$ cat config.mk
export PLATFORM = sky130hd
export DESIGN_NAME = bcd_conv_arbiter
export DESIGN_NICKNAME = d
export VERILOG_FILES = /design/src/rtl/bcd_arb_pkg.sv /design/src/rtl/rr_arbiter.sv /design/src/rtl/bcd_conv_arbiter.sv
export SDC_FILE = /design/constraint.sdc
export NUM_CORES = 1
export LEC_CHECK = 0
export BUFFER_PORTS_ARGS = -buffer_cell sky130_fd_sc_hd__buf_2
export CAP_MARGIN = 20
export CORE_MARGIN = 2
export CORE_UTILIZATION = 30
export DETAILED_ROUTE_END_ITERATION = 10
export GPL_ROUTABILITY_DRIVEN = 1
export PLACE_DENSITY = 0.5
export SETUP_SLACK_MARGIN = 0.15
export SLEW_MARGIN = 20
export SYNTH_ARGS = -nofsm -noshare
export SYNTH_HDL_FRONTEND = slang
export SYNTH_SLANG_ARGS = --single-unit
$ cat constraint.sdc
create_clock -name clk -period 7.3 [get_ports clk]
set_clock_uncertainty 0.15 [all_clocks]
set_input_delay 1.46 -clock clk [delete_from_list [all_inputs] [get_ports clk]]
set_output_delay 1.46 -clock clk [all_outputs]
set_load 0.1 [all_outputs]
$ cat src/rtl/bcd_arb_pkg.sv
// Shared definitions for the BCD converter arbiter: state encoding,
// converter operand/result widths and a width helper.
package bcd_arb_pkg;

  localparam int BIN_W_DEF = 12;
  localparam int BCD_W_DEF = 16;

  typedef enum logic [2:0] {
    ST_FLUSH = 3'd0,
    ST_IDLE  = 3'd1,
    ST_GRANT = 3'd2,
    ST_WAIT  = 3'd3,
    ST_RESP  = 3'd4
  } arb_state_e;

  // ceil(log2(n)), never less than 1 so a 1-entry range still gets a bit
  function automatic int clog2(input int n);
    int r;
    r = 0;
    while ((1 << r) < n) r++;
    if (r == 0) r = 1;
    return r;
  endfunction

endpackage

$ cat src/rtl/rr_arbiter.sv
// Combinational round-robin pick: search starts one past the pointer and
// wraps; the first asserted request wins.
module rr_arbiter #(
  parameter int N  = 4,
  parameter int IW = 2
) (
  input  logic [N-1:0]  req_i,
  input  logic [IW-1:0] ptr_i,
  output logic [N-1:0]  gnt_o,
  output logic [IW-1:0] idx_o,
  output logic          any_o
);

  logic [IW-1:0] cand;
  logic          found;

  // walk candidates ptr+1 .. ptr+N (mod N), keep the first hit
  always_comb begin
    gnt_o = '0;
    idx_o = '0;
    found = 1'b0;
    cand  = '0;
    for (int i = 1; i <= N; i++) begin
      cand = IW'((int'(ptr_i) + i) % N);
      if (!found && req_i[cand]) begin
        found       = 1'b1;
        gnt_o[cand] = 1'b1;
        idx_o       = cand;
      end
    end
    any_o = found;
  end

endmodule

$ cat src/rtl/bcd_conv_arbiter.sv
// Shares one bin->BCD converter among NUM_REQ requesters. Grants round-robin,
// pulses the converter start, waits (bounded by a watchdog) for its done
// pulse and returns the result to the granted requester.
//
//  state | meaning
//  FLUSH | converter may be mid-conversion (no reset); wait for rdy or watchdog
//  IDLE  | waiting for any request; pick winner, latch its operand
//  GRANT | 1 cycle: conv_en + req_ready to winner, watchdog cleared
//  WAIT  | converter running; watchdog counts, timeout aborts with error
//  RESP  | 1 cycle: rsp_valid to winner; timeout sends us back through FLUSH
module bcd_conv_arbiter
  import bcd_arb_pkg::*;
#(
  parameter int NUM_REQ = 4,
  parameter int BIN_W   = BIN_W_DEF,
  parameter int BCD_W   = BCD_W_DEF,
  parameter int TIMEOUT = 255
) (
  input  logic                     clk,
  input  logic                     rst_n,
  input  logic [NUM_REQ-1:0]       req_valid,
  input  logic [NUM_REQ*BIN_W-1:0] req_data,
  output logic [NUM_REQ-1:0]       req_ready,
  output logic [NUM_REQ-1:0]       rsp_valid,
  output logic [BCD_W-1:0]         rsp_data,
  output logic                     rsp_err,
  output logic                     conv_en,
  output logic [BIN_W-1:0]         conv_bin,
  input  logic [BCD_W-1:0]         conv_bcd,
  input  logic                     conv_rdy,
  output logic                     busy
);

  localparam int IW = clog2(NUM_REQ);
  localparam int WW = clog2(TIMEOUT + 1);
  localparam logic [WW-1:0] WD_MAX = WW'(TIMEOUT);

  arb_state_e         state_q, state_d;
  logic [NUM_REQ-1:0] gnt_q,   gnt_d;
  logic [IW-1:0]      idx_q,   idx_d;
  logic [IW-1:0]      ptr_q,   ptr_d;
  logic [WW-1:0]      wd_q,    wd_d;
  logic [BIN_W-1:0]   bin_q,   bin_d;
  logic [BCD_W-1:0]   data_q,  data_d;
  logic               err_q,   err_d;

  logic [NUM_REQ-1:0] arb_gnt;
  logic [IW-1:0]      arb_idx;
  logic               arb_any;
  logic [WW-1:0]      wd_inc;

  rr_arbiter #(
    .N  (NUM_REQ),
    .IW (IW)
  ) u_rr (
    .req_i (req_valid),
    .ptr_i (ptr_q),
    .gnt_o (arb_gnt),
    .idx_o (arb_idx),
    .any_o (arb_any)
  );

  assign wd_inc = (wd_q == WD_MAX) ? wd_q : wd_q + 1'b1;

  // next-state and datapath updates; everything holds unless a state moves it
  always_comb begin
    state_d = state_q;
    gnt_d   = gnt_q;
    idx_d   = idx_q;
    ptr_d   = ptr_q;
    wd_d    = wd_q;
    bin_d   = bin_q;
    data_d  = data_q;
    err_d   = err_q;
    case (state_q)
      ST_FLUSH: begin
        if (conv_rdy || (wd_q == WD_MAX)) begin
          state_d = ST_IDLE;
          wd_d    = '0;
        end else begin
          wd_d = wd_inc;
        end
      end
      ST_IDLE: begin
        if (arb_any) begin
          gnt_d   = arb_gnt;
          idx_d   = arb_idx;
          bin_d   = req_data[int'(arb_idx)*BIN_W +: BIN_W];
          state_d = ST_GRANT;
        end
      end
      ST_GRANT: begin
        wd_d    = '0;
        state_d = ST_WAIT;
      end
      ST_WAIT: begin
        // a done pulse on the timeout cycle still counts as success
        if (conv_rdy) begin
          data_d  = conv_bcd;
          err_d   = 1'b0;
          state_d = ST_RESP;
        end else if (wd_q == WD_MAX) begin
          data_d  = '0;
          err_d   = 1'b1;
          state_d = ST_RESP;
        end else begin
          wd_d = wd_inc;
        end
      end
      ST_RESP: begin
        ptr_d   = idx_q;
        wd_d    = '0;
        state_d = err_q ? ST_FLUSH : ST_IDLE;
      end
      default: begin
        state_d = ST_FLUSH;
        wd_d    = '0;
      end
    endcase
  end

  // state and datapath registers with synchronous active-low reset
  always_ff @(posedge clk) begin
    if (!rst_n) begin
      state_q <= ST_FLUSH;
      gnt_q   <= '0;
      idx_q   <= '0;
      ptr_q   <= IW'(NUM_REQ - 1);
      wd_q    <= '0;
      bin_q   <= '0;
      data_q  <= '0;
      err_q   <= 1'b0;
    end else begin
      state_q <= state_d;
      gnt_q   <= gnt_d;
      idx_q   <= idx_d;
      ptr_q   <= ptr_d;
      wd_q    <= wd_d;
      bin_q   <= bin_d;
      data_q  <= data_d;
      err_q   <= err_d;
    end
  end

  assign busy      = (state_q != ST_IDLE);
  assign conv_en   = (state_q == ST_GRANT);
  assign req_ready = (state_q == ST_GRANT) ? gnt_q : '0;
  assign rsp_valid = (state_q == ST_RESP)  ? gnt_q : '0;
  assign rsp_err   = (state_q == ST_RESP) && err_q;
  assign conv_bin  = bin_q;
  assign rsp_data  = data_q;

endmodule

# Word level (Yosys, flattened, before mapping)

Cells that the tools add are included.

Bits in registers: 48
Bits of input ports: 71
Output and inout port bits: 39
Logic and storage cells: 101

Add/subtract/negate cells: 5
Multipliers: 1
Magnitude comparators: 8
Equal/unequal tests: 11
Shift operators: 1
Multiplexer cells: 45
Bitwise operators: 4
Reduce and logical (&&, ||, !) cells: 18

Operator list:

| cell                                                                          | number |
|---|---|
| 48-bit by 7-bit variable part select with 12-bit output                       | 1 |
| 16-bit two-way mux                                                            | 2 |
| 8-bit two-way mux                                                             | 4 |
| 4-bit two-way mux                                                             | 6 |
| 8-bit case mux with 3 select lines                                            | 1 |
| 1-bit two-way mux                                                             | 15 |
| 3-bit case mux with 5 select lines                                            | 1 |
| 2-bit by 3-bit less-than comparator with 1-bit output (second input constant) | 4 |
| 3-bit two-way mux                                                             | 4 |
| 4-bit bitwise OR                                                              | 3 |
| 8-bit by 1-bit adder with 8-bit output (second input constant)                | 1 |
| 1-bit binary-select mux with 2-bit select                                     | 4 |
| 1-bit demux with 2-bit select                                                 | 4 |
| 8-bit equality test (second input constant)                                   | 1 |
| 2-bit by 1-bit >= comparator with 1-bit output (second input constant)        | 4 |
| 1-bit logical AND                                                             | 8 |
| 2-bit two-way mux                                                             | 4 |
| 2-bit inequality test (second input constant)                                 | 4 |
| 3-bit by 2-bit equality test with 1-bit output (second input constant)        | 2 |
| 3-bit AND reduction                                                           | 2 |
| 2-bit by 1-bit adder with 2-bit output (second input constant)                | 2 |
| 2-bit adder (second input constant)                                           | 2 |
| 2-bit by 2-bit multiplier with 4-bit output (second input constant)           | 1 |
| 2-bit AND reduction                                                           | 2 |
| 9 further kinds                                                               | 11 |

# Logic depth before layout (Yosys ltp)

Gate-level depths: netlist of run 1.

Depth after elaboration: 15
Mapped depth: 14
Gate-level depth less buffers: 9

# By module

From an unflattened synthesis of run 1, not the netlist that was laid out.

Cell total of the unflattened synthesis: 312
Area, all modules: 2902.8 um^2

By module, submodules not included:

| module           | instances | cells an instance | area each (um^2) | seq. area each (um^2) |
|---|---|---|---|---|
| bcd_conv_arbiter | 1         | 226               | 2273.4           | 960.9 |
| rr_arbiter       | 1         | 86                | 629.4            | 0.0 |

# Worst setup path after synthesis of run 1

Ideal clock, no wire load.

Path kind: register to output
Start: reg state_q[1]
End: out req_ready[0]
Arrival time: 2882 ps
Required time: 5690 ps
Setup slack: 2808 ps
Cell stages (with the launch flop): 5
Path buffers: 1
Cell sequence: dfxtp_1 -> clkbuf_1 -> nand2b_1 -> nor2_1 -> and2_1

Longest elaborated chain between the ends: 2

Ends and longest elaborated chain:

| item                                           | RTL line                | source |
|---|---|---|
| from (decl)                                    | bcd_conv_arbiter.sv:38  | `arb_state_e state_q, state_d;` |
| from (signal assigned)                         | bcd_conv_arbiter.sv:134 | `state_q <= state_d;` |
| 3-bit by 2-bit equality test with 1-bit output | --                      |  |
| via conv_en                                    | bcd_conv_arbiter.sv:27  | `output logic conv_en,` |
| 4-bit two-way mux                              | bcd_conv_arbiter.sv:147 | `assign req_ready = (state_q == ST_GRANT) ? gnt_q : '0;` |
| to (decl)                                      | bcd_conv_arbiter.sv:23  | `output logic [NUM_REQ-1:0] req_ready,` |

The timed path passes the listed nets, and every way through them passes these cells.

# Final worst setup path of run 1

Start: reg ptr_q[0]
End: reg bin_q[6] (netlist: conv_bin[6])

Longest elaborated chain between the ends: 15
Elaborated cells on any way between the ends: 29
Classes of those cells: 4 x add/sub; 1 x mul; 1 x shift; 16 x mux; 7 x reduce/logical

Ends and longest elaborated chain:

| item                                                    | RTL line                | source |
|---|---|---|
| from (decl)                                             | bcd_conv_arbiter.sv:41  | `logic [IW-1:0] ptr_q, ptr_d;` |
| from (signal assigned)                                  | bcd_conv_arbiter.sv:128 | `ptr_q <= IW'(NUM_REQ - 1);` |
| from (signal assigned)                                  | bcd_conv_arbiter.sv:137 | `ptr_q <= ptr_d;` |
| 2-bit by 1-bit adder with 2-bit output                  | rr_arbiter.sv:24        | `cand = IW'((int'(ptr_i) + i) % N);` |
| 1-bit binary-select mux with 2-bit select               | rr_arbiter.sv:25        | `if (!found && req_i[cand]) begin` |
| 1-bit two-way mux (implied by the code)                 | rr_arbiter.sv:25        |  |
| 1-bit two-way mux                                       | rr_arbiter.sv:25        |  |
| 1-bit logical NOT                                       | rr_arbiter.sv:25        |  |
| 1-bit logical AND                                       | rr_arbiter.sv:25        |  |
| 1-bit two-way mux                                       | rr_arbiter.sv:25        |  |
| 1-bit logical NOT                                       | rr_arbiter.sv:25        |  |
| 1-bit logical AND                                       | rr_arbiter.sv:25        |  |
| 1-bit two-way mux                                       | rr_arbiter.sv:25        |  |
| 1-bit logical NOT                                       | rr_arbiter.sv:25        |  |
| 1-bit logical AND                                       | rr_arbiter.sv:25        |  |
| 2-bit two-way mux                                       | rr_arbiter.sv:25        |  |
| 2-bit by 2-bit multiplier with 4-bit output             | bcd_conv_arbiter.sv:88  | `bin_d = req_data[int'(arb_idx)*BIN_W +: BIN_W];` |
| 48-bit by 7-bit variable part select with 12-bit output | bcd_conv_arbiter.sv:88  |  |
| to (signal assigned)                                    | bcd_conv_arbiter.sv:139 | `bin_q <= bin_d;` |
| to (decl)                                               | bcd_conv_arbiter.sv:43  | `logic [BIN_W-1:0] bin_q, bin_d;` |

Parallel ways exist; a longest one is shown, timed or not. The select of a mux whose other input is x is not followed.
A chain may end at the register's enable or synchronous reset.

==> results of run 1 <==
==> cell type report <==
class	instances	area (um2)
Clock inverter	2	38.8
Multi-Input combinational cell	242	1670
Tap cell	108	135
Sequential cell	48	961
Inverter	7	26.3
Clock buffer	6	82.6
Timing Repair Buffer	111	561
Fill cell	884	5330
==> worst max-delay path by stage <==
stage                 startpoint  slack, ps           end
finish                  ptr_q[0]       2960   conv_bin[6]
CTS                     ptr_q[0]       2950   conv_bin[6]
global placement    req_valid[2]       2870   conv_bin[9]
floorplan             state_q[1]       2810  req_ready[0]
global route            ptr_q[0]       2590   conv_bin[6]
detailed placement  req_valid[2]       2840   conv_bin[6]
==> cell usage after synthesis (all sizes together) <==
master   n  area share [%]
o221a    1            0.41
a31oi    6             1.4
xor2     4             1.3
mux4     4             3.3
nand2   10             1.4
nand4    2            0.45
xnor2    1            0.32
inv      7            0.95
a221oi   5             1.6
nor2    64             9.0
or2      3            0.68
and2     9             2.0
nor2b    4             1.2
a211o    4             1.3
o22a     1            0.32
mux2i    7             2.5
a211oi   5             1.4
o31ai    3            0.82
o32a     8             2.9
nor3     4            0.73
a22oi   21             5.7
clkbuf  13             1.8
nand2b   8             1.8
o211a    8             2.9
nand3    4            0.73
dfxtp   48              35
o21ai   11             2.0
ha       9             4.1
a41oi    1            0.32
mux2     7             2.9
o211ai   8             2.2
o21a     1            0.27
a21oi    5            0.91
nor3b    2            0.54
buf      7             2.1
nor4     2            0.68
and3     5             1.1
o22ai    5             1.4
==> state kept, by name, indices dropped and copies added, names as in the netlist <==
name / count
state_q: 3
ptr_q: 2
err_q: 1
gnt_q: 4
idx_q: 2
conv_bin: 12
rsp_data: 16
wd_q: 8
==> per-stage QoR <==
| stage | setup WS [ps] | cells |
|---|---|---|
| floorplan | 2810 | 317 |
| global placement | 2870 | 516 |
| detailed placement | 2840 | 516 |
| CTS | 2950 | 524 |
| global route | 2590 | 524 |
| finish | 2960 | 524 |
==> layer usage <==
layer  part of all wire (%)  up-vias  global-route usage (%)  routed length [um]
met4                    1.1        0                    3.90                  81
met5                      0        -                       0                   0
met3                    8.0        7                    4.87                 614
li1                       -     1371                       -                   -
met2                     45      102                    25.7                3480
met1                     46     1300                    18.9                3500
==> where the power goes <==
part           total [mW]  switching, mW  internal [mW]
registers           0.286        0.00977          0.276
logic               0.194          0.136         0.0584
clock network       0.207         0.0945          0.112
total               0.686          0.240          0.446
==> critical path: stages (launching register included) <==
cell and delay, ps:
dfxtp_1 780, inv_1 340, ha_1 510, mux4_2 480, or2_2 370, nor4_1 310, or2_1 590, nand3_1 380
o211a_1 320
==> cells by family after synthesis <==
family                   count (synthesis)  share of synthesized area (%)
buffers and inverters                   27                           4.85
XOR/XNOR                                 5                           1.59
multiplexers                            18                           8.66
adder cells (fa/ha/maj)                  9                           4.08
flip-flops                              48                           34.8
AND/OR/NAND/NOR                        117                           20.3
AO/OA/AOI/OAI                           93                           25.7
==> impl_metrics.env, run 1 <==
export IMPL_status="complete, no violations"
export IMPL_syn_area_per_cell_um2=8.70
export IMPL_worst_pin_slew_ps=999
export IMPL_grt_pass1_vias=2695
export IMPL_yosysWarnings=0
export IMPL_ios=110
export IMPL_rsz0062_at_grt="false"
export IMPL_hold_violations=0
export IMPL_yosysUniqueCellTypes=46
export IMPL_routed_via_density=5.31
export IMPL_hpwlAfterDp_um=5730
export IMPL_mostFrequentLayoutCell="buf_2"
export IMPL_end_kind="register"
export IMPL_htreeDepth=2
export IMPL_crit_fanout=19
export IMPL_hold_ws_ps=338
export IMPL_drt_iter0_drc=115
export IMPL_min_from="wd_q[7]"
export IMPL_overflow=0
export IMPL_hold_class="register to register"
export IMPL_grt_pass1_wl_um=12400
export IMPL_start_util_pct=31.3
export IMPL_whs_path_depth=1
export IMPL_port_buffers=109
export IMPL_slew_viol_final=0
export IMPL_holdPathEnd="wd_q[7]"
export IMPL_max_slew_margin_pct=33.0
export IMPL_r2r_setup_slack_ps=2960
export IMPL_synthesis_instances=317
export IMPL_min_period_ps=4340
export IMPL_cts_tree="built"
export IMPL_dr_pass1_iters=5
export IMPL_layout_common_cells="buf_2, nor2_1, dfxtp_1"
export IMPL_setup_viol=0
export IMPL_critical_path_class="register to register"
export IMPL_ant_nets=0
export IMPL_cp_required_ps=7360
export IMPL_finalInstanceArea_um2=3480
export IMPL_crit_arrival_ps=4390
export IMPL_synth_area_um2=2760
export IMPL_fin_tns_setup_ps=0
export IMPL_die_area_um2=9980
export IMPL_core_area_um2=8810
export IMPL_final_net_count=495
export IMPL_rr_worst_depth=8
export IMPL_gp_congestion=0.772
export IMPL_drive_above_1_share_pct=33.4
export IMPL_cts_hold_fix_buffers=0
export IMPL_numCtsBuffers=5
export IMPL_ctsResizeCount=0
export IMPL_startpoint_type="register"
export IMPL_area_growth_syn_to_layout_pct=26.0
export IMPL_path_clk_slew_ps=90
export IMPL_p_leak_nw=1.62
export IMPL_final_core_util_pct=39.5
export IMPL_cts_setup_buffers=0
export IMPL_yosysSeqAreaShare_pct=34.8
export IMPL_track_usage_pct=15.2
export IMPL_drc_errors=0
export IMPL_max_freq_mhz=231
export IMPL_synth_nets=397
export IMPL_die_y_um=99.9
export IMPL_clockBufferDepth=2
export IMPL_antenna_cells=0
export IMPL_reg2reg_from="ptr_q[0]"
export IMPL_cts_root_buf="clkbuf_8"
export IMPL_p_per_area_nw_per_um2=197
export IMPL_cts_sinks=48
export IMPL_ir_worst_vdd_v=0.0000886
export IMPL_antenna_found_initial=0
export IMPL_clock_latency_ps=310
export IMPL_num_vias=2780
export IMPL_r2r_end="conv_bin[6]"
export IMPL_period_share_pct=59.4
export IMPL_place_area_um2=3350
export IMPL_wirelength_um=7680
export IMPL_grt_max_degree=34
export IMPL_max_cap_violations=0
export IMPL_total_power_mw=0.686
export IMPL_wire_per_inst_um=14.7
export IMPL_floorplan_rows=34
export IMPL_ys_seq_elements=48
export IMPL_fp_dieW_um=99.9
Power figures use the tool's default switching activity.
==> run 2: changes to the inputs <==
==> constraint.sdc (replaced) <==
create_clock -name clk -period 4.1 [get_ports clk]
set_clock_uncertainty 0.15 [all_clocks]
set_input_delay 0.82 -clock clk [delete_from_list [all_inputs] [get_ports clk]]
set_output_delay 0.82 -clock clk [all_outputs]
set_load 0.1 [all_outputs]
==> run 2 against run 1 <==
Register-to-register slack worse by 2100 ps. Power up 79%. Worst hold slack barely moved. Critical endpoint is now conv_bin[7].
==> impl_metrics.env, run 2 (same netlist as run 1, synthesis figures left out) <==
export IMPL_floorplan_rows=34
export IMPL_cts_root_buf="clkbuf_8"
export IMPL_hpwlAfterDp_um=5930
export IMPL_die_area_um2=9980
export IMPL_overflow=0
export IMPL_max_freq_mhz=309
export IMPL_dp_cells=522
export IMPL_antenna_cells=0
export IMPL_hold_class="register to register"
export IMPL_port_buffers=109
export IMPL_area_growth_syn_to_layout_pct=28.2
export IMPL_wirelength_um=7770
export IMPL_rsz0062_at_grt="false"
export IMPL_largest_reg_flops=16
export IMPL_status="complete, no violations"
export IMPL_dr_max_layer_used="met4"
export IMPL_fp_dieW_um=99.9
export IMPL_ir_worst_vdd_v=0.000180
export IMPL_total_power_mw=1.23
export IMPL_drt_met1_wl_um=3700
export IMPL_routed_via_density=5.13
export IMPL_grt_max_degree=28
export IMPL_ant_nets=0
export IMPL_die_y_um=99.9
export IMPL_core_area_um2=8810
export IMPL_wire_per_inst_um=14.7
export IMPL_fillers=886
export IMPL_drc_errors=0
export IMPL_drt_iter0_drc=114
export IMPL_grt_pass1_vias=2446
export IMPL_numCtsBuffers=5
export IMPL_clock_latency_ps=300
export IMPL_r2r_setup_slack_ps=860
export IMPL_critical_path_class="register to register"
export IMPL_cts_setup_buffers=0
export IMPL_layout_common_cells="buf_2, nor2_1, dfxtp_1"
export IMPL_hold_violations=0
export IMPL_dr_pass1_iters=5
export IMPL_p_per_area_nw_per_um2=347
export IMPL_cp_required_ps=4200
export IMPL_setup_viol=0
export IMPL_path_clk_slew_ps=90
export IMPL_end_kind="register"
export IMPL_fin_tns_setup_ps=0
export IMPL_cts_tree="built"
export IMPL_crit_arrival_ps=3340
export IMPL_max_slew_margin_pct=50.3
export IMPL_hold_ws_ps=338
export IMPL_drive_above_1_share_pct=34.1
export IMPL_ios=110
export IMPL_final_cells=530
export IMPL_final_core_util_pct=40.2
export IMPL_track_usage_pct=15.2
export IMPL_max_cap_violations=0
export IMPL_slew_viol_final=0
export IMPL_gp_congestion=0.759
export IMPL_antenna_found_initial=0
export IMPL_period_share_pct=79.0
export IMPL_htreeDepth=2
export IMPL_crit_fanout=12
export IMPL_met2WireLength_um=3360
export IMPL_wl_met3_um=627
export IMPL_cts_sinks=48
export IMPL_grt_pass1_wl_um=12200
export IMPL_final_net_count=501
export IMPL_worst_pin_slew_ps=740
export IMPL_startpoint_type="register"
export IMPL_p_leak_nw=1.66
export IMPL_min_period_ps=3240
export IMPL_start_util_pct=31.3
export IMPL_cts_hold_fix_buffers=0
export IMPL_ctsResizeCount=0
export IMPL_clockBufferDepth=2
export IMPL_mostFrequentLayoutCell="buf_2"
export IMPL_num_vias=2721
run 2: cell type report:
type                       count  area, um2  area share (%)
clock buffer                   6       82.6            2.34
clock inverter                 2       38.8            1.10
multi-input combinational    242       1670            47.1
timing repair buffer         117        626            17.7
sequential                    48        961            27.2
tap                          108        135            3.82
inverter                       7       26.3           0.743
run 2: power by group:
part           total [mW]  internal, mW  leakage (nW)  switching, mW
sequential          0.507         0.491         0.391         0.0157
clock               0.364         0.200        0.0614          0.165
combinational       0.354         0.109          1.21          0.245
total                1.23         0.800          1.66          0.426
run 2: per-stage QoR:
stage / setup WS [ps] / cell area, um2
floorplan: 248 / 2760
global placement: 783 / 3390
detailed placement: 771 / 3410
CTS: 910 / 3540
global route: 652 / 3540
finish: 861 / 3540
run 2: final timing paths:
path             from     endpoint  depth (start not counted)
max          ptr_q[0]  conv_bin[7]                          9
min          idx_q[0]     ptr_q[0]                          2
max reg2reg  ptr_q[0]  conv_bin[7]                          9
min reg2reg  idx_q[0]     ptr_q[0]                          2
run 2: critical path, stage by stage, from the launching register on:
cell     delay, ps
dfxtp_1        340
inv_1          160
ha_1           480
mux4_2         480
nor4_2         560
nor2_2          70
o221a_2        180
o21ai_1        350
o32a_1         270
o211a_1        140
run 2: routing by layer:
layer  up-vias  GRT usage, %
met2       102          23.6
li1       1377             -
met3         8          4.81
met1      1234          20.9
met5         -             0
met4         0          3.16
